**src/rtl/alu_n_bit_stream.sv**
```systemverilog
// Streaming N-bit ALU: 16 opcodes, one-entry registered result buffer with
// backpressure, and an iterative restoring divider for opcodes 6 and 7.
//
// Handshake: a transfer happens on a rising edge where valid && ready are both
// high. Upstream (Valid_In/Ready_Out) operands are sampled only on that edge.
// Upstream must hold Valid_In and its operands until they are accepted.
// Downstream (Valid_Out/Ready_In) result outputs stay stable while
// Valid_Out && !Ready_In.
module alu_n_bit_stream #(
    parameter int DATA_WIDTH = 8
) (
    input  logic                  Clock_In,
    input  logic                  Reset_In,
    input  logic                  Valid_In,
    output logic                  Ready_Out,
    input  logic [3:0]            ALU_Operation_Select_In,
    input  logic [DATA_WIDTH-1:0] Data_A_In,
    input  logic [DATA_WIDTH-1:0] Data_B_In,
    output logic                  Valid_Out,
    input  logic                  Ready_In,
    output logic [DATA_WIDTH-1:0] Result_Out,
    output logic                  Carry_Out,
    output logic                  Zero_Out,
    output logic                  Div_By_Zero_Out,
    output logic                  Busy_Out,
    output logic                  state_dbg
);

    localparam int W     = DATA_WIDTH;
    localparam int CNT_W = $clog2(DATA_WIDTH);

    typedef enum logic {IDLE = 1'b0, DIVIDE = 1'b1} state_t;

    state_t         state, state_nxt;
    logic [CNT_W-1:0] cnt_q;
    logic [W-1:0]   rem_q, quo_q, dvs_q;
    logic           mod_q;

    logic           accept, is_div, div_start, load_now, div_done;
    logic [W:0]     shifted, trial;
    logic           fits;
    logic [W-1:0]   rem_nxt, quo_nxt, div_res;

    logic [W-1:0]   alu_res;
    logic           alu_carry, alu_dbz;
    logic [W:0]     wide;
    logic [2*W-1:0] prod;

    // Upstream acceptance: only in IDLE, and only when the result slot is free or draining.
    assign Ready_Out = !Reset_In && (state == IDLE) && (!Valid_Out || Ready_In);
    assign accept    = Valid_In && Ready_Out;
    assign is_div    = (ALU_Operation_Select_In[3:1] == 3'b011);
    assign div_start = accept && is_div && (Data_B_In != '0);
    assign load_now  = accept && !div_start;
    assign div_done  = (state == DIVIDE) && (cnt_q == CNT_W'(DATA_WIDTH - 1));
    assign Busy_Out  = (state == DIVIDE);
    assign state_dbg = (state == DIVIDE);

    // State register.
    always_ff @(posedge Clock_In or posedge Reset_In) begin
        if (Reset_In) state <= IDLE;
        else          state <= state_nxt;
    end

    // Next-state: enter DIVIDE on a nonzero-divisor divide, leave after the last step.
    always_comb begin
        state_nxt = state;
        case (state)
            IDLE:    if (div_start) state_nxt = DIVIDE;
            DIVIDE:  if (div_done)  state_nxt = IDLE;
            default: state_nxt = IDLE;
        endcase
    end

    // One restoring step: shift in the next dividend bit, subtract if the divisor fits.
    always_comb begin
        shifted = {rem_q, quo_q[W-1]};
        trial   = shifted - {1'b0, dvs_q};
        fits    = !trial[W];
        rem_nxt = fits ? trial[W-1:0] : shifted[W-1:0];
        quo_nxt = {quo_q[W-2:0], fits};
        div_res = mod_q ? rem_nxt : quo_nxt;
    end

    // Divider datapath: load operands at start, iterate one bit per cycle.
    always_ff @(posedge Clock_In or posedge Reset_In) begin
        if (Reset_In) begin
            cnt_q <= '0;
            rem_q <= '0;
            quo_q <= '0;
            dvs_q <= '0;
            mod_q <= 1'b0;
        end else if (div_start) begin
            cnt_q <= '0;
            rem_q <= '0;
            quo_q <= Data_A_In;
            dvs_q <= Data_B_In;
            mod_q <= ALU_Operation_Select_In[0];
        end else if (state == DIVIDE) begin
            cnt_q <= cnt_q + 1'b1;
            rem_q <= rem_nxt;
            quo_q <= quo_nxt;
        end
    end

    // Single-cycle opcodes, plus the divide-by-zero results for 6 and 7.
    always_comb begin
        alu_res   = '0;
        alu_carry = 1'b0;
        alu_dbz   = 1'b0;
        wide      = '0;
        prod      = {{W{1'b0}}, Data_A_In} * {{W{1'b0}}, Data_B_In};
        case (ALU_Operation_Select_In)
            4'h0: begin
                wide = {1'b0, Data_A_In} + {{W{1'b0}}, 1'b1};
                alu_res = wide[W-1:0]; alu_carry = wide[W];
            end
            4'h1: begin
                wide = {1'b0, Data_A_In} - {{W{1'b0}}, 1'b1};
                alu_res = wide[W-1:0]; alu_carry = wide[W];
            end
            4'h2: begin
                wide = {1'b0, Data_A_In} + {1'b0, Data_B_In};
                alu_res = wide[W-1:0]; alu_carry = wide[W];
            end
            4'h3: begin
                wide = {1'b0, Data_A_In} - {1'b0, Data_B_In};
                alu_res = wide[W-1:0]; alu_carry = wide[W];
            end
            4'h4: begin
                wide = {1'b0, Data_B_In} - {1'b0, Data_A_In};
                alu_res = wide[W-1:0]; alu_carry = wide[W];
            end
            4'h5: begin
                alu_res = prod[W-1:0]; alu_carry = |prod[2*W-1:W];
            end
            4'h6: begin
                alu_res = '1; alu_dbz = 1'b1;
            end
            4'h7: begin
                alu_res = Data_A_In; alu_dbz = 1'b1;
            end
            4'h8: alu_res = Data_A_In & Data_B_In;
            4'h9: alu_res = Data_A_In | Data_B_In;
            4'hA: alu_res = ~Data_A_In;
            4'hB: alu_res = ~Data_B_In;
            4'hC: alu_res = ~(Data_A_In & Data_B_In);
            4'hD: alu_res = ~(Data_A_In | Data_B_In);
            4'hE: alu_res = Data_A_In ^ Data_B_In;
            4'hF: alu_res = ~(Data_A_In ^ Data_B_In);
            default: alu_res = '0;
        endcase
    end

    // Result buffer: load on immediate accept or divider completion, else drain.
    always_ff @(posedge Clock_In or posedge Reset_In) begin
        if (Reset_In) begin
            Valid_Out       <= 1'b0;
            Result_Out      <= '0;
            Carry_Out       <= 1'b0;
            Zero_Out        <= 1'b0;
            Div_By_Zero_Out <= 1'b0;
        end else if (load_now) begin
            Valid_Out       <= 1'b1;
            Result_Out      <= alu_res;
            Carry_Out       <= alu_carry;
            Zero_Out        <= (alu_res == '0);
            Div_By_Zero_Out <= alu_dbz;
        end else if (div_done) begin
            Valid_Out       <= 1'b1;
            Result_Out      <= div_res;
            Carry_Out       <= 1'b0;
            Zero_Out        <= (div_res == '0);
            Div_By_Zero_Out <= 1'b0;
        end else if (Valid_Out && Ready_In) begin
            Valid_Out       <= 1'b0;
        end
    end

endmodule

```
**config.mk**
```make
export PLATFORM = sky130hd
export DESIGN_NAME = alu_n_bit_stream
export DESIGN_NICKNAME = d
export VERILOG_FILES = /design/src/rtl/alu_n_bit_stream.sv
export SDC_FILE = /design/constraint.sdc
export NUM_CORES = 1
export LEC_CHECK = 0
export ABC_AREA = 1
export ABC_CLOCK_PERIOD_IN_PS = 6620
export BUFFER_PORTS_ARGS = -buffer_cell sky130_fd_sc_hd__buf_2
export CORE_MARGIN = 4
export CORE_UTILIZATION = 59
export CTS_CLUSTER_DIAMETER = 150
export DETAILED_ROUTE_END_ITERATION = 8
export HOLD_SLACK_MARGIN = 0.02
export PLACE_DENSITY = 0.74
export SLEW_MARGIN = 30
export SYNTH_ARGS = -nofsm -noshare
export SYNTH_HDL_FRONTEND = slang
export SYNTH_SLANG_ARGS = --single-unit
export TNS_END_PERCENT = 50
```
**constraint.sdc**
```tcl
create_clock -name Clock_In -period 6.62 [get_ports Clock_In]
set_input_delay 0.993 -clock Clock_In [delete_from_list [all_inputs] [get_ports Clock_In]]
set_output_delay 0.993 -clock Clock_In [all_outputs]
set_load 0.1 [all_outputs]
```
==> flow_summary_export.csv <==
group,metric,value,unit
pwr,peakVddDrop,366,uV
final_layout,nets,1275,
routing,wl_per_cell,17.1,um
grt,overflow,0,
logic_synthesis,syn_inst,1113,
grt,grt_max_degree,43,
sta,report.final.slew_viol_count,0,
placement,placed_area,7200,um^2
routing,drc,0,
routing,first_pass_iters,7,
critical_path,cp_common_cell,"nand2_1",
logic_synthesis,yosysSeqAreaShare,14.8,%
clock_network,clk_pin_slew,0.06,ns
logic_synthesis,synthAdderAreaFrac,25.9,%
sta,rsz0062_at_grt,"false",
grt,grt_use_total,33.5,%
grt,grt_pass1_vias,6791,
logic_synthesis,avgSynthCellArea,6.25,um^2
clock_network,clkSinkCount,41,
logic_synthesis,synth-compound-area-share,9.71,%
clock_network,cts-root-buf,"clkbuf_16",
run,cap_violations,0,
critical_path,cp-start-kind,"primary input",
outcome,outcome,"complete, no violations",
floorplan,io_pins,39,
logic_synthesis,synthMuxAreaShare,0,%
floorplan,rows,39,
clock_network,clk_latency,0.29,ns
clock_network,cts.path.max_buffers,2,
logic_synthesis,synthArstFlopShare,100,%
worst_hold_path,hold_class,"flip-flop to flip-flop",
critical_path,critical_path_class,"primary input to flip-flop",
floorplan,die-area,13600,um^2
logic_synthesis,synth_edf_count,0,
placement,dp_hpwl,17.7,mm
logic_synthesis,synthSimpleGateAreaFrac,34.6,%
critical_path,crit_chain,"buf_2, ha_1, inv_1, fa_1, inv_1, ha_1, inv_1, fa_1, fa_1, inv_1, ha_1, a21oi_1, nand2_1, nand2_1, nand3_1, xor2_1, or2_2, nor2_1, nand3_1, nand2_1, nand2_1, nand2_1, nand2_1",
clock_network,cts_tree,"built",
final_layout,drive_gt1_share,5.12,%
logic_synthesis,synthXorXnorAreaFrac,1.89,%
routing,postRouteAntennaNets,0,
placement,gp_congestion,1.08,
sta,finalSetupViolations,0,
routing,drtIter0Drc,870,
logic_synthesis,synth_top_family_by_area,"simple AND/OR/NAND/NOR gates",
sta,layout_setup_ws,1.52,ns
clock_network,post_cts_resized,0,
critical_path,critPathSlowestCell,"fa_1",
logic_synthesis,yosys_warnings,0,
logic_synthesis,synth-seq-cells,41,
floorplan,initial_core_util,60.7,%
routing,highest_layer,"met4",
critical_path,path_max_fanout,15,
clock_network,cts_buffers,5,
placement,port_buffers,38,
clock_network,postCtsSetupBuffers,0,
logic_synthesis,post-synth-top-count-cell,"nand2_1",
sta,finalCritPeriodShare,77.0,%
critical_path,crit_required,6.81,ns
routing,drt-total-wl,21.8,mm
logic_synthesis,synth_top_cell_by_area,"nand2_1",
placement,dpl_worst_slack,1.26,ns
logic_synthesis,synth_top_cells_by_count,"nand2_1 (361), inv_1 (207), nor2_1 (95)",
sta,relSlewSlack,49.0,%
logic_synthesis,synthFlopType,"dfrtp_1",
sta,tns,0,ns
floorplan,dieWidth,117,um
grt,grt_pass1_wl,35.3,mm
clock_network,htreeDepth,2,
final_layout,syn2layout_area_growth,5.67,%
sta,clock.fmax,196,MHz
sta,whs,0.484,ns
routing,wl_met3,1.91,mm
pwr,power,2.42,mW
final_layout,fin_area,7350,um^2
logic_synthesis,synth_nets,1257,
routing,routed-wl-met2,9.99,mm
logic_synthesis,ys_types,40,
pwr,powerDensity,330,nW/um^2
critical_path,cp-end-kind,"flip-flop",
pwr,leakage,4.29,nW
floorplan,die_h,117,um
grt,antenna_found_initial,0,
critical_path,slowest_delay,0.51,ns
clock_network,hold_buffers,0,
sta,hold_viol,0,
floorplan,core_area,11500,um^2
logic_synthesis,syn_area,6960,um^2
routing,met1_length,8.99,mm
sta,fin_skew,0.00808,ns
logic_synthesis,synth_area_leaders,"nand2_1 (19%), dfrtp_1 (15%), ha_1 (14%), fa_1 (12%), inv_1 (11%)",
sta,worst_pin_slew,0.763,ns
routing,vias_per_cell,5.62,
sta,period_minus_slack,5.10,ns
routing,vias,7169,
critical_path,cp.arrival,5.29,ns
logic_synthesis,synth_top_area_share,19.5,%
[layout make-up]
class | count | area, um^2
Timing Repair Buffer | 39 | 198
Multi-Input combinational cell | 834 | 5010
Clock buffer | 5 | 125
Antenna cell | 1 | 2.50
Tap cell | 143 | 179
Clock inverter | 3 | 17.5
Sequential cell | 41 | 1030
Fill cell | 1138 | 4120
Inverter | 210 | 788
[through the flow]
stage	std cells	utilization, %
floorplan	1113	-
global placement	1267	62.8
detailed placement	1267	62.8
CTS	1275	64.1
global route	1275	64.1
finish	1276	64.1
[flip-flops by register name, indices dropped and copies added, names as in the netlist, 3 cells and up]
name	count
cnt_q	3
quo_q	8
dvs_q	8
Result_Out	8
rem_q	8
[cells by family after synthesis]
kind of cell / after synthesis
flops: 41
fa+ha+maj: 120
simple gates: 585
xor+xnor: 15
buf+inv: 238
compound gates: 114
[power breakdown]
| part | switching [mW] | internal (mW) |
|---|---|---|
| clock | 0.100 | 0.138 |
| sequential | 0.0874 | 0.361 |
| combinational | 1.20 | 0.540 |
[critical path: cells and delay by family]
family                     cells  cell delay (ns)
and+or+nand+nor               10             1.02
adders and majority gates      6             2.33
buffers and inverters          5             0.57
AOI/OAI and AO/OA              1             0.20
xor gates and xnor gates       1             0.17
[path summary, 6_finish.rpt]
kind | startpoint | end | slack, ns | cells past startpoint
worst min register to register | Carry_Out | Carry_Out | 0.48 | 2
max in group asynchronous | Reset_In | dvs_q[5] | 5.43 | 3
worst max register to register | quo_q[7] | Zero_Out | 3.96 | 19
worst max-delay path | Data_A_In[3] | Carry_Out | 1.52 | 23
worst min-delay path | Carry_Out | Carry_Out | 0.48 | 2
min in group asynchronous | Reset_In | Result_Out[0] | 0.82 | 3
[routing by layer]
layer | global-route usage [%] | vias up
li1 | - | 3509
met4 | 14.4 | 0
met3 | 3.58 | 68
met2 | 54.8 | 379
met5 | 0 | -
met1 | 45.0 | 3213
[cells in the final DEF (no fill, tap or decap), types with 5 or more instances in the layout]
cell / synthesis / layout
buf_2: 9 / 38
a21oi_1: 30 / 30
xor2_1: 12 / 12
nand4_1: 16 / 16
o221ai_1: 11 / 11
clkbuf_16: 0 / 5
nand3_1: 86 / 86
nand2_1: 361 / 361
dfrtp_1: 41 / 41
o21ai_0: 50 / 50
ha_1: 80 / 80
inv_1: 207 / 207
fa_1: 40 / 40
nor2_1: 95 / 95
nor3_1: 11 / 11
Power figures use the tool's default switching activity.
